--- src/rtl/cdb_arbiter.sv ---
// cdb_arbiter: shares the two common data buses among NUM_REQ functional-unit
// result ports. Up to two pending results per cycle are picked in rotating
// round-robin order and registered onto cdb1/cdb2. Consumers see a result one
// cycle after its grant. A bus tag of 0 means "no broadcast".
//
// Ports:
//   clk, reset        system clock, synchronous active-high reset
//   flush             squash: no grants, buses go idle next cycle, rr_ptr -> 0
//   req_valid[i]      requester i has a result pending
//   req_tag, req_value   packed per-requester tag/value (slice i)
//   req_ready[i]      combinational grant; accepted when valid & ready
//   cdb1_*, cdb2_*    registered bus outputs (tag 0 = idle)
module cdb_arbiter #(
  parameter int unsigned NUM_REQ = 4,
  parameter int unsigned TAG_W   = 5,
  parameter int unsigned DATA_W  = 32
) (
  input  logic                      clk,
  input  logic                      reset,
  input  logic                      flush,
  input  logic [NUM_REQ-1:0]        req_valid,
  input  logic [NUM_REQ*TAG_W-1:0]  req_tag,
  input  logic [NUM_REQ*DATA_W-1:0] req_value,
  output logic [NUM_REQ-1:0]        req_ready,
  output logic [TAG_W-1:0]          cdb1_tag,
  output logic [DATA_W-1:0]         cdb1_value,
  output logic [TAG_W-1:0]          cdb2_tag,
  output logic [DATA_W-1:0]         cdb2_value
);

  localparam int unsigned PTR_W = (NUM_REQ > 1) ? $clog2(NUM_REQ) : 1;

  logic [PTR_W-1:0]  rr_ptr_q, rr_ptr_d;
  logic [TAG_W-1:0]  cdb1_tag_q, cdb1_tag_d;
  logic [DATA_W-1:0] cdb1_value_q, cdb1_value_d;
  logic [TAG_W-1:0]  cdb2_tag_q, cdb2_tag_d;
  logic [DATA_W-1:0] cdb2_value_q, cdb2_value_d;

  logic              found_a, found_b;
  logic [PTR_W-1:0]  idx_a, idx_b, scan_idx;
  logic              gnt_a, gnt_b, block;
  logic [TAG_W-1:0]  tag_a, tag_b;
  logic [DATA_W-1:0] value_a, value_b;

  // Round-robin scan starting at rr_ptr; NUM_REQ is a power of two so the
  // pointer-width addition wraps modulo NUM_REQ on its own.
  always_comb begin
    found_a  = 1'b0;
    found_b  = 1'b0;
    idx_a    = '0;
    idx_b    = '0;
    scan_idx = '0;
    for (int unsigned off = 0; off < NUM_REQ; off++) begin
      scan_idx = rr_ptr_q + PTR_W'(off);
      if (req_valid[scan_idx]) begin
        if (!found_a) begin
          found_a = 1'b1;
          idx_a   = scan_idx;
        end else if (!found_b) begin
          found_b = 1'b1;
          idx_b   = scan_idx;
        end
      end
    end
  end

  always_comb begin
    block   = reset | flush;
    gnt_a   = found_a & ~block;
    gnt_b   = found_b & ~block;
    tag_a   = req_tag[idx_a*TAG_W +: TAG_W];
    tag_b   = req_tag[idx_b*TAG_W +: TAG_W];
    value_a = req_value[idx_a*DATA_W +: DATA_W];
    value_b = req_value[idx_b*DATA_W +: DATA_W];

    req_ready = '0;
    if (gnt_a) req_ready[idx_a] = 1'b1;
    if (gnt_b) req_ready[idx_b] = 1'b1;

    // A granted tag-0 result still consumes its slot but is broadcast as
    // idle (tag 0, value 0) so no consumer ever observes it.
    cdb1_tag_d   = '0;
    cdb1_value_d = '0;
    if (gnt_a && (tag_a != '0)) begin
      cdb1_tag_d   = tag_a;
      cdb1_value_d = value_a;
    end
    cdb2_tag_d   = '0;
    cdb2_value_d = '0;
    if (gnt_b && (tag_b != '0)) begin
      cdb2_tag_d   = tag_b;
      cdb2_value_d = value_b;
    end

    // Slot B, when granted, is always the later index in scan order.
    rr_ptr_d = rr_ptr_q;
    if (block)      rr_ptr_d = '0;
    else if (gnt_b) rr_ptr_d = idx_b + PTR_W'(1);
    else if (gnt_a) rr_ptr_d = idx_a + PTR_W'(1);
  end

  always_ff @(posedge clk) begin
    if (reset) begin
      rr_ptr_q     <= '0;
      cdb1_tag_q   <= '0;
      cdb1_value_q <= '0;
      cdb2_tag_q   <= '0;
      cdb2_value_q <= '0;
    end else begin
      rr_ptr_q     <= rr_ptr_d;
      cdb1_tag_q   <= cdb1_tag_d;
      cdb1_value_q <= cdb1_value_d;
      cdb2_tag_q   <= cdb2_tag_d;
      cdb2_value_q <= cdb2_value_d;
    end
  end

  assign cdb1_tag   = cdb1_tag_q;
  assign cdb1_value = cdb1_value_q;
  assign cdb2_tag   = cdb2_tag_q;
  assign cdb2_value = cdb2_value_q;

endmodule

--- config.mk ---
export PLATFORM = sky130hd
export DESIGN_NAME = cdb_arbiter
export DESIGN_NICKNAME = d
export VERILOG_FILES = /design/src/rtl/cdb_arbiter.sv
export SDC_FILE = /design/constraint.sdc
export NUM_CORES = 1
export LEC_CHECK = 0
export ABC_AREA = 1
export CORE_UTILIZATION = 45
export CTS_BUF_LIST = sky130_fd_sc_hd__clkbuf_4
export DETAILED_ROUTE_END_ITERATION = 16
export PLACE_DENSITY_LB_ADDON = 0.3
export SYNTH_ARGS = -nofsm -noshare
export SYNTH_HDL_FRONTEND = slang
export SYNTH_SLANG_ARGS = --single-unit
--- constraint.sdc ---
create_clock -name clk -period 6.8 [get_ports clk]
set_input_delay 1.02 -clock clk [delete_from_list [all_inputs] [get_ports clk]]
set_output_delay 1.02 -clock clk [all_outputs]
set_load 0.02 [all_outputs]
-- Word level (Yosys, flattened, before mapping)
Cells that the tools add are included.
- flip-flop bits (word level): 76
- input port bits: 155
- add/sub/neg operators: 5
- $mul: 2
- magnitude comparators: 8
- shift operators: 4
- multiplexer cells: 41
- bitwise gates (word level): 7
- reductions and logical operators: 10
- operator list (kind ; count):
    variable part select 128 x 8 -> 32 bit ; 2
    variable part select 20 x 6 -> 5 bit ; 2
    2-to-1 mux 2 bit ; 17
    less-than comparator 2 x 3 -> 1 bit (second input constant) ; 6
    2-to-1 mux 1 bit ; 16
    multiplier 2 x 3 -> 5 bit (second input constant) ; 2
    nonzero test 5 bit ; 2
    binary-select mux 1 bit (select 2 bit) ; 4
    2-to-1 mux 4 bit ; 2
    adder 2 x 1 -> 2 bit (second input constant) ; 3
    OR reduction 2 bit ; 3
    adder 2 bit (second input constant) ; 2
    demux 1 bit (select 2 bit) ; 2
    greater-or-equal comparator 2 x 1 -> 1 bit (second input constant) ; 2
    logical AND 1 bit ; 4
    bitwise OR 4 bit ; 1
    NOT 1 bit ; 3
    bitwise AND 1 bit ; 2
    nonzero test 2 bit ; 1
    bitwise OR 1 bit ; 1

-- Depth between registers and ports, before layout
- depth after elaboration: 17
- depth in mapped cells: 22

-- Worst setup path before layout
OpenSTA, ideal clock, no wires.
- kind: input port to output port
- from: in req_valid[3]
- to: out req_ready[1]
- arrival time: 2998 ps
- data required time: 5780 ps
- setup slack: 2782 ps
- cell stages on the path: 15
- buffers on the path: 2
- cell sequence: inv_1 > nand2_1 > nand3_1 > nand2_2 > ha_1 > inv_1 > nand2_1 > nand2_1 > nand2_1 > nand2_2 > nand2_4 > nand2_4 > buf_6 > buf_2 > o32ai_1
- cells in the longest elaborated chain, start to end: 17
- elaborated cells between the ends (all ways): 48
- those cells by class: order compare: 4; mux: 39; bitwise: 3; reduce/logical: 2
- RTL lines (element ; line ; source):
    from (decl) ; 21 ; input logic [NUM_REQ-1:0] req_valid,
    binary-select mux 1 bit (select 2 bit) ; 55 ; if (req_valid[scan_idx]) begin
    2-to-1 mux 1 bit (not written as such) ; 55 ;
    2-to-1 mux 1 bit ; 55 ;
    2-to-1 mux 2 bit or 2-to-1 mux 1 bit (tied branches) ; 56 ; if (!found_a) begin
    2-to-1 mux 2 bit or 2-to-1 mux 1 bit (tied branches) ; 55 ;
    2-to-1 mux 2 bit ; 59 ; end else if (!found_b) begin
    2-to-1 mux 2 bit ; 56 ;
    2-to-1 mux 2 bit ; 55 ;
    2-to-1 mux 2 bit ; 59 ;
    2-to-1 mux 2 bit ; 56 ;
    2-to-1 mux 2 bit ; 55 ;
    less-than comparator 2 x 3 -> 1 bit (not written as such) or greater-or-equal comparator 2 x 1 -> 1 bit (tied branches) ; 78 ; if (gnt_b) req_ready[idx_b] = 1'b1;
    logical AND 1 bit (not written as such) ; 78 ;
    2-to-1 mux 1 bit (not written as such) ; 78 ;
    demux 1 bit (select 2 bit) ; 78 ;
    bitwise OR 4 bit (no source line) ; -- ;
    2-to-1 mux 4 bit * ; 78 ;
    to (decl) ; 24 ; output logic [NUM_REQ-1:0] req_ready,
Every way passes the cells marked *; elsewhere a longest branch is shown, timed or not. The select of a mux whose other input is x is not followed.

-- Final worst setup path
- from: in req_valid[3]
- to: out req_ready[0]
Same word-level chain as after synthesis.

==> results.md <==
* Fmax achieved at 187 MHz
* Worst slew margin at 0.295
* Final hold vios at 0
* 1st-iter DRT viols at 339
* Hold Crit Class: register to register
* CP Launch Type: input pin
* Via Count at 5,970
* Residual DRC at 0
* Via/cell ratio at 5.30
* Final Max Slew Viols at 0
* Tot Pwr at 0.00174 W
* Total Nets Final at 1,144
* Number of synthesis warnings at 0
* Post-route cell area at 0.00728 mm2
* Worst setup EP type: primary output
* CTS tree: yes
* Final antenna-violating net count at 0
* Max-Cap Viols at 0
* Die H at 106 um
* WP data required at 5780 ps
* Routed wire length at 17.1 mm
* Area of the core at 0.0104 mm2
* TritonCTS buffer count at 9
* Pwr/cell area at 240 mW/mm2
* Setup TNS at 0 ps
* Hold path startpoint: rr_ptr_q[1]
* Clk Latency, worst-skew pair at 420 ps
* Ratio of cells with drive above 1 in the final layout at 0.0465
* Most frequent cell after synthesis: nand2_1
* FF+latch count, synth at 76
* Final Wtd Congestion at 0.941
* Crit Path Class: input pin to primary output
* Net count after synthesis at 944
* Reg2reg start: rr_ptr_q[0]
* CP arrival at 4320 ps
* Die Footprint at 0.0112 mm2
* Synth area leader: dfxtp_1
* IO Count at 233
* Ys flop type: dfxtp_1
* Max VDD drop at 0.121 mV
* Diode count at 0
* Synthesized instance count at 787
* Mapped cell area at 0.00484 mm2
* Post-CTS Setup Inserts at 0
* Post-CTS sizing at 0
* Async S/R FF share, synth at 0
* Unrepaired setup endpoints after global routing: false
* CTS clock-pin slew for the worst setup and hold paths at 150 ps
* Root buffer cell: clkbuf_4
* Clock Path Buffers at 2
* Static Leakage at 3.21 nW
* Tot GR Track Use at 0.296
* First-pass GRT wire length at 26.4 mm
* Final setup viols at 0
* Synth area leaders: dfxtp_1 31%, nand2_1 12%, nor2_1 10%
* Status: complete, no violations
* Yosys cell types at 33
* Remaining global-route overflow at 0
* Row count at 37
* Commonest cells post-synth: 155 x nand2_1, 135 x nor2_1, 90 x o21ai_0
* Dpl hpwl at 11.6 mm
* Initial Util at 0.467
* Buffers on Ports at 232
* Area of placed instances at 0.00713 mm2
* CP startpoint: req_valid[3]
* Area Overhead vs Synth at 50.2%
* WL per Instance at 15.2 um
* Pin count of the biggest net entering global routing at 68
* Syn avg cell area at 6.16 um2
* H-tree levels at 3
* DRT Pass-1 Iters at 5
* Initial antenna violation count at 0
* Slew of the pin with the lowest slew margin at 1050 ps
* Vias in the first global route at 5,421
* Hold_buf cts at 0
* Sequential share of the synthesized area at 0.314
* Number of flops mapped to enable cells by yosys at 0
* Final period util at 0.786
* Crit-path max FO at 64
* Synth top area share at 0.314
* Die X at 106 um
* Period minus WS final at 5340 ps
* # clock sinks at 76
* Fin Clk Skew at 23.6 ps
cell families after synthesis:
group           share of synthesized area
simple gates                        0.309
compound gates                      0.241
buf+inv                             0.131
flops                               0.314
fa+ha+maj                         0.00516
final cells by class:
| type | instances | area [um2] |
|---|---|---|
| Tap cell | 136 | 170 |
| Multi-Input combinational cell | 567 | 2710 |
| Inverter | 95 | 362 |
| Sequential cell | 76 | 1520 |
| Clock inverter | 5 | 78.8 |
| Timing Repair Buffer | 238 | 2370 |
| Fill cell | 920 | 3090 |
| Clock buffer | 9 | 67.6 |
per-layer routing:
metal  part of all wire  routed length (um)  GRT usage
met2               0.47                8040      0.505
met1               0.41                7090      0.353
met3              0.073                1250     0.0519
met4              0.043                 729      0.157
met5                  0                   0          0
sequential cells by signal, indices dropped and copies added, names as in the netlist:
register / count
rr_ptr_q: 2
cdb1_tag: 5
cdb2_tag: 5
cdb2_value: 32
cdb1_value: 32
worst paths after layout:
kind                   end  cells after the start  slack [ps]
max           req_ready[0]                     13        1460
min            rr_ptr_q[1]                      4         690
max reg2reg  cdb2_value[2]                     18        2470
min reg2reg    rr_ptr_q[1]                      4         690
where the power goes:
| group | internal (W) | leakage [nW] | total (W) | switching [W] |
|---|---|---|---|---|
| registers | 0.000498 | 0.621 | 0.000514 | 0.0000158 |
| clock network | 0.000145 | 0.0816 | 0.000314 | 0.000169 |
| logic | 0.000359 | 2.51 | 0.000916 | 0.000557 |
| total | 0.00100 | 3.21 | 0.00174 | 0.000742 |
worst max-delay path, stage by stage:
cell and delay (ps):
clkdlybuf4s50_1 410, inv_1 60, nand2_1 70, nand3_1 150
nand2_2 140, nand2_1 150, nand2_1 80, nand2_1 110
nand4_1 420, nand2_4 700, nand2_1 190, o32ai_1 150
clkdlybuf4s50_1 650
per-stage QoR:
step,setup slack (ps),util,instances,hold slack [ps]
3_3_place_gp,1650,0.688,1112,652
3_5_place_dp,1520,0.688,1112,661
4_1_cts,1500,0.702,1126,683
6_report,1460,0.702,1126,691
5_1_grt,1180,0.702,1126,753
2_1_floorplan,2780,-,787,605
cell usage in the layout (no fill, tap or decap), types with 2 or more instances in the layout:
cell             netlist  routed
clkinv_2               0       2
nand2_2                9       9
nand2_1              155     154
buf_4                  2       6
o21ai_1               11      11
bufinv_16              0       2
o32ai_1                3       3
inv_2                  5       5
nand2_4                3       4
nor2_1               135     135
ha_1                   2       2
clkdlybuf4s50_1        0     232
nor2_4                 1       2
o21ai_0               90      90
nand4_1                3       3
clkbuf_4               0       9
o211ai_1               9       9
a31oi_1                8       8
inv_1                 89      89
nand3b_1               2       2
a21oi_1               59      59
nand3_1               45      45
dfxtp_1               76      76
a211oi_1              24      24
Power figures use the tool's default switching activity.
